`src/rtl/biriscv_div_arb.sv`:
```
// rtl/biriscv_div_arb.sv - shared two-pipe divide unit with arbitration, restoring divider and result tagging
// Optional early-out path guarded by BIRISCV_DIV_EARLY_OUT_EN.
module biriscv_div_arb #(
    parameter int RR_ARB = 0
) (
    input  logic        clk_i,
    input  logic        rst_i,
    input  logic        req0_valid_i,
    input  logic [1:0]  req0_op_i,
    input  logic [31:0] req0_ra_i,
    input  logic [31:0] req0_rb_i,
    input  logic [4:0]  req0_rd_i,
    output logic        req0_accept_o,
    input  logic        req1_valid_i,
    input  logic [1:0]  req1_op_i,
    input  logic [31:0] req1_ra_i,
    input  logic [31:0] req1_rb_i,
    input  logic [4:0]  req1_rd_i,
    output logic        req1_accept_o,
    input  logic        flush_i,
    output logic        busy_o,
    output logic        complete_o,
    output logic        owner_o,
    output logic [4:0]  rd_o,
    output logic [31:0] result_o
);

    typedef enum logic [1:0] {
        S_IDLE,
        S_CALC,
        S_DONE
    } state_t;

    state_t      state_q, state_d;
    logic [4:0]  count_q;
    logic        last_grant_q;
    logic [1:0]  op_q;
    logic [4:0]  rd_q;
    logic        owner_q;
    logic [31:0] quot_q, rem_q, divisor_q, result_q;
    logic        neg_quot_q, neg_rem_q;

    logic        grant1, accept;
    logic [1:0]  sel_op;
    logic [31:0] sel_ra, sel_rb, sel_ra_abs, sel_rb_abs;
    logic [4:0]  sel_rd;
    logic        sel_signed, sel_neg_quot, sel_neg_rem;

    logic [32:0] rem_shift, rem_sub;
    logic        step_ge;
    logic [31:0] rem_nx, quot_nx, quot_fix, rem_fix, calc_result;

    // Pipe 1 wins only when pipe 0 is absent, or in round-robin mode when pipe 0 had the last grant.
    always_comb begin
        if (RR_ARB != 0) begin
            grant1 = req1_valid_i & (~req0_valid_i | ~last_grant_q);
        end else begin
            grant1 = req1_valid_i & ~req0_valid_i;
        end
    end

    assign req0_accept_o = (state_q == S_IDLE) & ~flush_i & ~rst_i & req0_valid_i & ~grant1;
    assign req1_accept_o = (state_q == S_IDLE) & ~flush_i & ~rst_i & grant1;
    assign accept        = req0_accept_o | req1_accept_o;

    assign sel_op       = grant1 ? req1_op_i : req0_op_i;
    assign sel_ra       = grant1 ? req1_ra_i : req0_ra_i;
    assign sel_rb       = grant1 ? req1_rb_i : req0_rb_i;
    assign sel_rd       = grant1 ? req1_rd_i : req0_rd_i;
    assign sel_signed   = ~sel_op[0];
    assign sel_ra_abs   = (sel_signed & sel_ra[31]) ? -sel_ra : sel_ra;
    assign sel_rb_abs   = (sel_signed & sel_rb[31]) ? -sel_rb : sel_rb;
    assign sel_neg_quot = sel_signed & (sel_ra[31] ^ sel_rb[31]) & (sel_rb != 32'd0);
    assign sel_neg_rem  = sel_signed & sel_ra[31];

    // One restoring step; a zero divisor naturally yields all-ones quotient and remainder = |dividend|.
    assign rem_shift   = {rem_q, quot_q[31]};
    assign rem_sub     = rem_shift - {1'b0, divisor_q};
    assign step_ge     = rem_shift >= {1'b0, divisor_q};
    assign rem_nx      = step_ge ? rem_sub[31:0] : rem_shift[31:0];
    assign quot_nx     = {quot_q[30:0], step_ge};
    assign quot_fix    = neg_quot_q ? -quot_nx : quot_nx;
    assign rem_fix     = neg_rem_q ? -rem_nx : rem_nx;
    assign calc_result = op_q[1] ? rem_fix : quot_fix;

`ifdef BIRISCV_DIV_EARLY_OUT_EN
    logic        fast_path;
    logic [31:0] fast_result;

    assign fast_path   = (sel_rb == 32'd0) | (sel_ra_abs < sel_rb_abs);
    assign fast_result = sel_op[1] ? sel_ra : ((sel_rb == 32'd0) ? 32'hFFFF_FFFF : 32'd0);
`endif

    always_comb begin
        state_d = state_q;
        case (state_q)
            S_IDLE: begin
                if (accept) begin
`ifdef BIRISCV_DIV_EARLY_OUT_EN
                    state_d = fast_path ? S_DONE : S_CALC;
`else
                    state_d = S_CALC;
`endif
                end
            end
            S_CALC: begin
                if (flush_i) begin
                    state_d = S_IDLE;
                end else if (count_q == 5'd0) begin
                    state_d = S_DONE;
                end
            end
            S_DONE:  state_d = S_IDLE;
            default: state_d = S_IDLE;
        endcase
    end

    always_ff @(posedge clk_i or posedge rst_i) begin
        if (rst_i) begin
            state_q      <= S_IDLE;
            count_q      <= 5'd0;
            last_grant_q <= 1'b1;
            op_q         <= 2'd0;
            rd_q         <= 5'd0;
            owner_q      <= 1'b0;
            quot_q       <= 32'd0;
            rem_q        <= 32'd0;
            divisor_q    <= 32'd0;
            result_q     <= 32'd0;
            neg_quot_q   <= 1'b0;
            neg_rem_q    <= 1'b0;
        end else begin
            state_q <= state_d;
            if (accept) begin
                op_q         <= sel_op;
                rd_q         <= sel_rd;
                owner_q      <= grant1;
                last_grant_q <= grant1;
                quot_q       <= sel_ra_abs;
                rem_q        <= 32'd0;
                divisor_q    <= sel_rb_abs;
                neg_quot_q   <= sel_neg_quot;
                neg_rem_q    <= sel_neg_rem;
                count_q      <= 5'd31;
`ifdef BIRISCV_DIV_EARLY_OUT_EN
                if (fast_path) begin
                    result_q <= fast_result;
                end
`endif
            end else if ((state_q == S_CALC) && !flush_i) begin
                rem_q  <= rem_nx;
                quot_q <= quot_nx;
                if (count_q == 5'd0) begin
                    result_q <= calc_result;
                end else begin
                    count_q <= count_q - 5'd1;
                end
            end
        end
    end

    assign busy_o     = (state_q != S_IDLE);
    assign complete_o = (state_q == S_DONE) & ~flush_i;
    assign owner_o    = owner_q;
    assign rd_o       = rd_q;
    assign result_o   = result_q;

endmodule
```
`config.mk`:
```
export PLATFORM = sky130hd
export DESIGN_NAME = biriscv_div_arb
export DESIGN_NICKNAME = d
export VERILOG_FILES = /design/src/rtl/biriscv_div_arb.sv
export SDC_FILE = /design/constraint.sdc
export NUM_CORES = 1
export LEC_CHECK = 0
export CORE_MARGIN = 4
export CORE_UTILIZATION = 55
export DETAILED_ROUTE_END_ITERATION = 8
export PLACE_DENSITY = 0.82
export SLEW_MARGIN = 30
export SYNTH_ARGS = -nofsm -noshare
export SYNTH_HDL_FRONTEND = slang
export SYNTH_SLANG_ARGS = --single-unit
```
`constraint.sdc`:
```
create_clock -name clk_i -period 15.25 [get_ports clk_i]
set_input_delay 4.575 -clock clk_i [delete_from_list [all_inputs] [get_ports clk_i]]
set_output_delay 4.575 -clock clk_i [all_outputs]
set_load 0.01 [all_outputs]
```
==> results.toml, run 1 <==
[clock_tree]
cts-root-buf = "clkbuf_16"
postCtsSetupBuffers = 0
numCtsBuffers = 17
clock_path_buffers = 2
clk_pin_slew_ns = 0.07
cts_resized = 0
clock_sinks = 144
hold_buffers = 0
h-tree-depth = 4
cts_tree = "done"
clock_latency_ns = 0.44

[synth]
synth_area_mm2 = 0.0125
synthMuxAreaShare_pct = 7.88
synth_top_family_by_area = "compound AO/OA/AOI/OAI gates"
avgSynthCellArea_um2 = 7.86
synth-compound-area-share_pct = 23.1
synthCells = 1594
ys_types = 80
ys_warn_count = 0
ys_seq_area_share_pct = 28.8
synth_edf_count = 0
ys.flop_type = "dfrtp_1"
synth_fa_ha_area_share_pct = 3.95
synthXorXnorAreaFrac_pct = 9.86
ys_async_sr_fraction_pct = 100
synth_fp_nets = 1780
yosys.area_share.simple_pct = 21.5
synth_seq_cells = 144

[placed_design]
dp_hpwl_mm = 29.9
place_congestion = 0.952
port_buffers = 188

[sta]
clock_skew_ns = 0.0198
setup_viol = 0
period_share_pct = 74.0
slew_violations = 0
relSlewSlack_pct = 28.2
max_freq_mhz = 88.6
finalSetupTns_ns = 0
rsz0062_at_grt = "no"
tightest_slew_ns = 1.07
hold_viol_final = 0
period_minus_slack_ns = 11.28

[critical_path]
crit_slowest_cell = "buf_4"
cp-start-kind = "input port"
crit_cells = 6
crit_path_frequent_cell = "clkdlybuf4s50_1"
r2r_slack_ns = 9.29
crit_buf_inv = 4
slowest_delay_ns = 0.56
crit-reg2reg-launch = "rem_q[5]"
r2r_end = "result_o[30]"
cp-end-kind = "primary output"
worstPathRequired_ns = 10.68
setup.worst_path.end = "req1_accept_o"
crit_fanout = 51
rr_worst_depth = 18
worstSetupStartpoint = "req0_valid_i"
path_cells = "clkdlybuf4s50_1 > nor2b_4 > buf_4 > nand2_1 > inv_1 > clkdlybuf4s50_1"
cp.arrival_ns = 6.71
critPathTopFamily = "buffers and inverters"
crit_type = "in2out"

[drt]
avgRoutedWirePerCell_um = 19.6
wl_met3_mm = 3.19
via_per_inst = 6.35
drt_wl_total_mm = 39.4
via_count = 12800
drtAntennaViolNets = 0
drt_iter0_markers = 1318
met1_length_mm = 17.2
drc = 0
drt_first_pass_iters = 7
wl_met2_mm = 18.0
top_layer_used = "met4"

[finish]
diodes = 0
drive_above_1_share_pct = 4.79
mostFrequentLayoutCells = "clkdlybuf4s50_1 (188), nand2_1 (172), o21ai_0 (161)"
nets = 1904
final-seq-area_mm2 = 0.00361
final_common_cell = "clkdlybuf4s50_1"
n_fill_cell = 1768
multiInputGateArea_mm2 = 0.00834
syn2layout_area_growth_pct = 20.3

[die]
core_mm2 = 0.0221
dieArea_mm2 = 0.0253
start_util_pct = 56.7
ios = 189
row_count = 54
die_x_um = 159
die_y_um = 159

[power_and_ir_drop]
p_int_uw = 963
power_frac_clock_pct = 26.0
p_total_mw = 1.65
irDropWorstVdd_mv = 0.0685
power_frac_comb_pct = 40.6
p_sw_uw = 686
cellLeakagePower_nw = 6.32
p_per_area_mw_per_mm2 = 109
power_switching_share_pct = 41.6
seqPwrFrac_pct = 33.4

[global_route]
grt_use_total_pct = 30.2
overflow = 0
grt_pass1_wl_mm = 62.8
grt_pass1_vias = 11900
grt_max_degree = 77
antenna_found_initial = 0

[min_path]
hp-start = "result_o[18]"
hold_path.class = "reg2reg"

[run_status]
status = "finished, final reports clean"

[flow_run]
drv_cap = 0
## cell type report
| class | count | area share, % |
|---|---|---|
| multi-input cells | 1302 | 55.3 |
| repair buffers | 200 | 13.1 |
| clock buffers | 18 | 2.91 |
| clock inverters | 14 | 1.08 |
| well taps | 280 | 2.32 |
| inverters | 53 | 1.35 |
| flip-flops and latches | 144 | 23.9 |
## metrics by stage
step                      utilization, %  worst slack (ns)  instances  instance area (um^2)  hold WS, ns
after floorplan                        -              4.50       1594                 12500        0.450
after detailed placement            65.5              3.97       1979                 14500        0.469
after CTS                           68.2              3.97       2011                 15100        0.485
after global routing                68.2              3.86       2011                 15100        0.508
after global placement              65.4              3.72       1979                 14500        0.464
final                               68.2              3.97       2011                 15100        0.479
## registers in the layout, indices dropped and copies added, names as in the netlist
| signal | flops |
|---|---|
| neg_rem_q | 1 |
| result_o | 32 |
| op_q | 1 |
| count_q | 5 |
| divisor_q | 32 |
| quot_q | 32 |
| rem_q | 32 |
| owner_o | 1 |
| rd_o | 5 |
| neg_quot_q | 1 |
| state_q | 2 |
## power groups by stage
stage	clock, mW	combinational, mW	sequential (mW)
finish	0.429	0.669	0.551
global route	0.449	0.736	0.557
CTS	0.431	0.661	0.545
detailed placement	0	0.653	0.551
global placement	0	0.642	0.545
floorplan	0	0.478	0.511
## per-layer routing
metal	vias to the layer above	global-route usage, %
met3	88	5.07
met2	616	48.2
li1	6030	-
met4	0	9.66
met5	-	0
met1	6032	42.1
## cells by family after synthesis
kind of cell / after synthesis
AOI/OAI and AO/OA: 460
xor gates and xnor gates: 141
and+or+nand+nor: 564
buffers and inverters: 148
DFF: 144
muxes: 98
adders and majority gates: 39
## worst reg2reg max path: stages (launching register included)
cell	delay [ns]
dfrtp_1	0.47
ha_1	0.43
a21oi_2	0.26
o21ai_0	0.28
and2b_1	0.31
o311a_2	0.50
or2_4	0.29
o21ai_0	0.48
ha_1	0.30
nand2_1	0.07
or3_1	0.34
or3_1	0.37
nor4_1	0.24
a31oi_1	0.13
a211o_1	0.44
o41ai_1	0.46
xor2_1	0.21
a21oi_1	0.11
a21oi_1	0.18
## cells in the mapped netlist, drive strengths merged, types with 4 or more instances
library cell / count / area, um^2
ha: 38 / 475
o221ai: 7 / 61.3
a22oi: 32 / 240
nand3: 54 / 270
a21oi: 105 / 529
a2111oi: 5 / 45.0
nor3: 62 / 310
a41oi: 4 / 35.0
o31ai: 25 / 193
and3: 11 / 68.8
o21a: 6 / 45.0
a211oi: 8 / 65.1
o211ai: 15 / 113
a21o: 17 / 128
or2: 11 / 73.8
clkbuf: 62 / 253
a221o: 4 / 40.0
o21ai: 163 / 816
a31oi: 20 / 125
or4: 13 / 108
a211o: 6 / 53.8
or3: 26 / 163
xnor2: 68 / 596
xor2: 73 / 639
o31a: 5 / 43.8
and2: 17 / 106
nand2: 173 / 649
nor2: 135 / 507
nand4: 11 / 68.8
mux2: 5 / 56.3
inv: 53 / 199
o41ai: 12 / 124
nor2b: 9 / 56.3
buf: 33 / 164
dfrtp: 144 / 3600
mux2i: 93 / 931
and4: 5 / 43.8
nand2b: 7 / 51.3
nor4: 17 / 113
## how the worst min path moves through the flow
stage | endpoint | slack (ns) | cells past startpoint
after CTS | result_o[18] | 0.49 | 1
after detailed placement | result_o[18] | 0.47 | 1
after floorplan | divisor_q[24] | 0.45 | 2
after global routing | result_o[9] | 0.51 | 2
final | result_o[18] | 0.48 | 1
after global placement | result_o[18] | 0.46 | 1
Power figures use the tool's default switching activity.
==> run 2, diff against run 1 <==
==> constraint.sdc (replaced) <==
create_clock -name clk_i -period 10.95 [get_ports clk_i]
set_input_delay 3.285 -clock clk_i [delete_from_list [all_inputs] [get_ports clk_i]]
set_output_delay 3.285 -clock clk_i [all_outputs]
set_load 0.01 [all_outputs]
==> results.toml, run 2 (same netlist as run 1, synthesis figures left out) <==
[clock_tree]
numCtsBuffers = 17
clock_path_buffers = 2
hold_buffers = 0
cts_tree = "done"
cts-root-buf = "clkbuf_16"
clock_latency_ns = 0.44
cts_resized = 0
h-tree-depth = 4
postCtsSetupBuffers = 0
clk_pin_slew_ns = 0.06
clock_sinks = 144

[die]
dieArea_mm2 = 0.0253
ios = 189
core_mm2 = 0.0221
die_x_um = 159
start_util_pct = 56.7
die_y_um = 159
row_count = 54

[finish]
syn2layout_area_growth_pct = 20.2
drive_above_1_share_pct = 4.79
diodes = 0
final_common_cell = "clkdlybuf4s50_1"
mostFrequentLayoutCells = "clkdlybuf4s50_1 (188), nand2_1 (172), o21ai_0 (161)"
nets = 1904

[power_and_ir_drop]
power_switching_share_pct = 41.6
cellLeakagePower_nw = 6.30
p_total_mw = 2.29
p_sw_uw = 954
p_int_mw = 1.34
irDropWorstVdd_mv = 0.110
power_frac_clock_pct = 25.7
seqPwrFrac_pct = 33.5
p_per_area_mw_per_mm2 = 152
power_frac_comb_pct = 40.8

[global_route]
grt_pass1_wl_mm = 63.1
use_met1_pct = 41.0
overflow = 0
grt_use_met3_pct = 6.03
grt_use_total_pct = 30.2
grt_pass1_vias = 12200
grt_max_degree = 93
grtUsageMet2_pct = 48.6
antenna_found_initial = 0
top_usage_layer = "met2"

[sta]
tightest_slew_ns = 0.889
period_minus_slack_ns = 8.69
finalSetupTns_ns = 0
setup_ws_ns = 2.26
slew_violations = 0
setup_viol = 0
rsz0062_at_grt = "no"
hold_viol_final = 0
relSlewSlack_pct = 40.3
period_share_pct = 79.3
clock_skew_ns = 0.0105
max_freq_mhz = 115

[critical_path]
worstPathRequired_ns = 7.67
cp-end-kind = "primary output"
cp.arrival_ns = 5.40
crit-reg2reg-launch = "rem_q[19]"
worstSetupStartpoint = "flush_i"
rr_worst_depth = 18
crit_type = "in2out"
r2r_slack_ns = 4.96
cp-start-kind = "input port"
r2r_end = "result_o[30]"
setup.worst_path.end = "req0_accept_o"
crit_fanout = 3

[drt]
drt_iter0_markers = 1215
via_count = 12700
avgRoutedWirePerCell_um = 19.7
drt_wl_total_mm = 39.5
drt_first_pass_iters = 5
drc = 0
via_per_inst = 6.33
drtAntennaViolNets = 0

[placed_design]
detailedPlace.worstSlack_ns = 2.34
dp_hpwl_mm = 30.2
place_congestion = 0.979
port_buffers = 188

[min_path]
hold_path.class = "reg2reg"

[run_status]
status = "finished, final reports clean"

[flow_run]
drv_cap = 0
-- run 2: how the worst min path moves through the flow --
stage	from	end	slack [ns]	cells past startpoint
finish	result_o[6]	result_o[6]	0.48	2
global route	result_o[18]	result_o[18]	0.51	1
floorplan	divisor_q[24]	divisor_q[24]	0.45	2
detailed placement	result_o[6]	result_o[6]	0.47	2
CTS	result_o[12]	result_o[12]	0.48	2
global placement	result_o[18]	result_o[18]	0.46	1
-- run 2: metrics by stage --
stage	hold WS [ns]	instances	utilization [%]	area, um^2
finish	0.480	2011	68.1	15100
global route	0.508	2011	68.1	15100
CTS	0.484	2011	68.1	15100
detailed placement	0.470	1979	65.5	14500
global placement	0.465	1979	65.4	14500
floorplan	0.450	1594	-	12500
-- run 2: layout make-up --
class                   count  area, um^2
clock buffers              18         439
clock inverters            14         148
fillers                  1821        7040
inverters                  53         204
multi-input cells        1302        8340
flip-flops and latches    144        3610
well taps                 280         350
repair buffers            200        1970
-- run 2: worst max-delay path, stage by stage --
cell and delay (ns):
clkdlybuf4s50_1 0.46, nor4_2 0.71, nand2_1 0.23, inv_1 0.16, clkdlybuf4s50_1 0.55
-- run 2: routing by layer --
| layer | up-vias | share of wire (%) | wire length, um |
|---|---|---|---|
| li1 | 6035 | - | - |
| met2 | 609 | 46 | 18200 |
| met5 | - | 0 | 0 |
| met1 | 5993 | 43 | 16800 |
| met3 | 83 | 8.7 | 3420 |
| met4 | 0 | 2.8 | 1110 |
-- run 2: power groups by stage --
stage	clock network (mW)	logic, mW	registers (mW)
finish	0.588	0.935	0.768
global route	0.617	1.02	0.777
CTS	0.590	0.922	0.759
detailed placement	0	0.914	0.767
global placement	0	0.892	0.759
floorplan	0	0.666	0.712
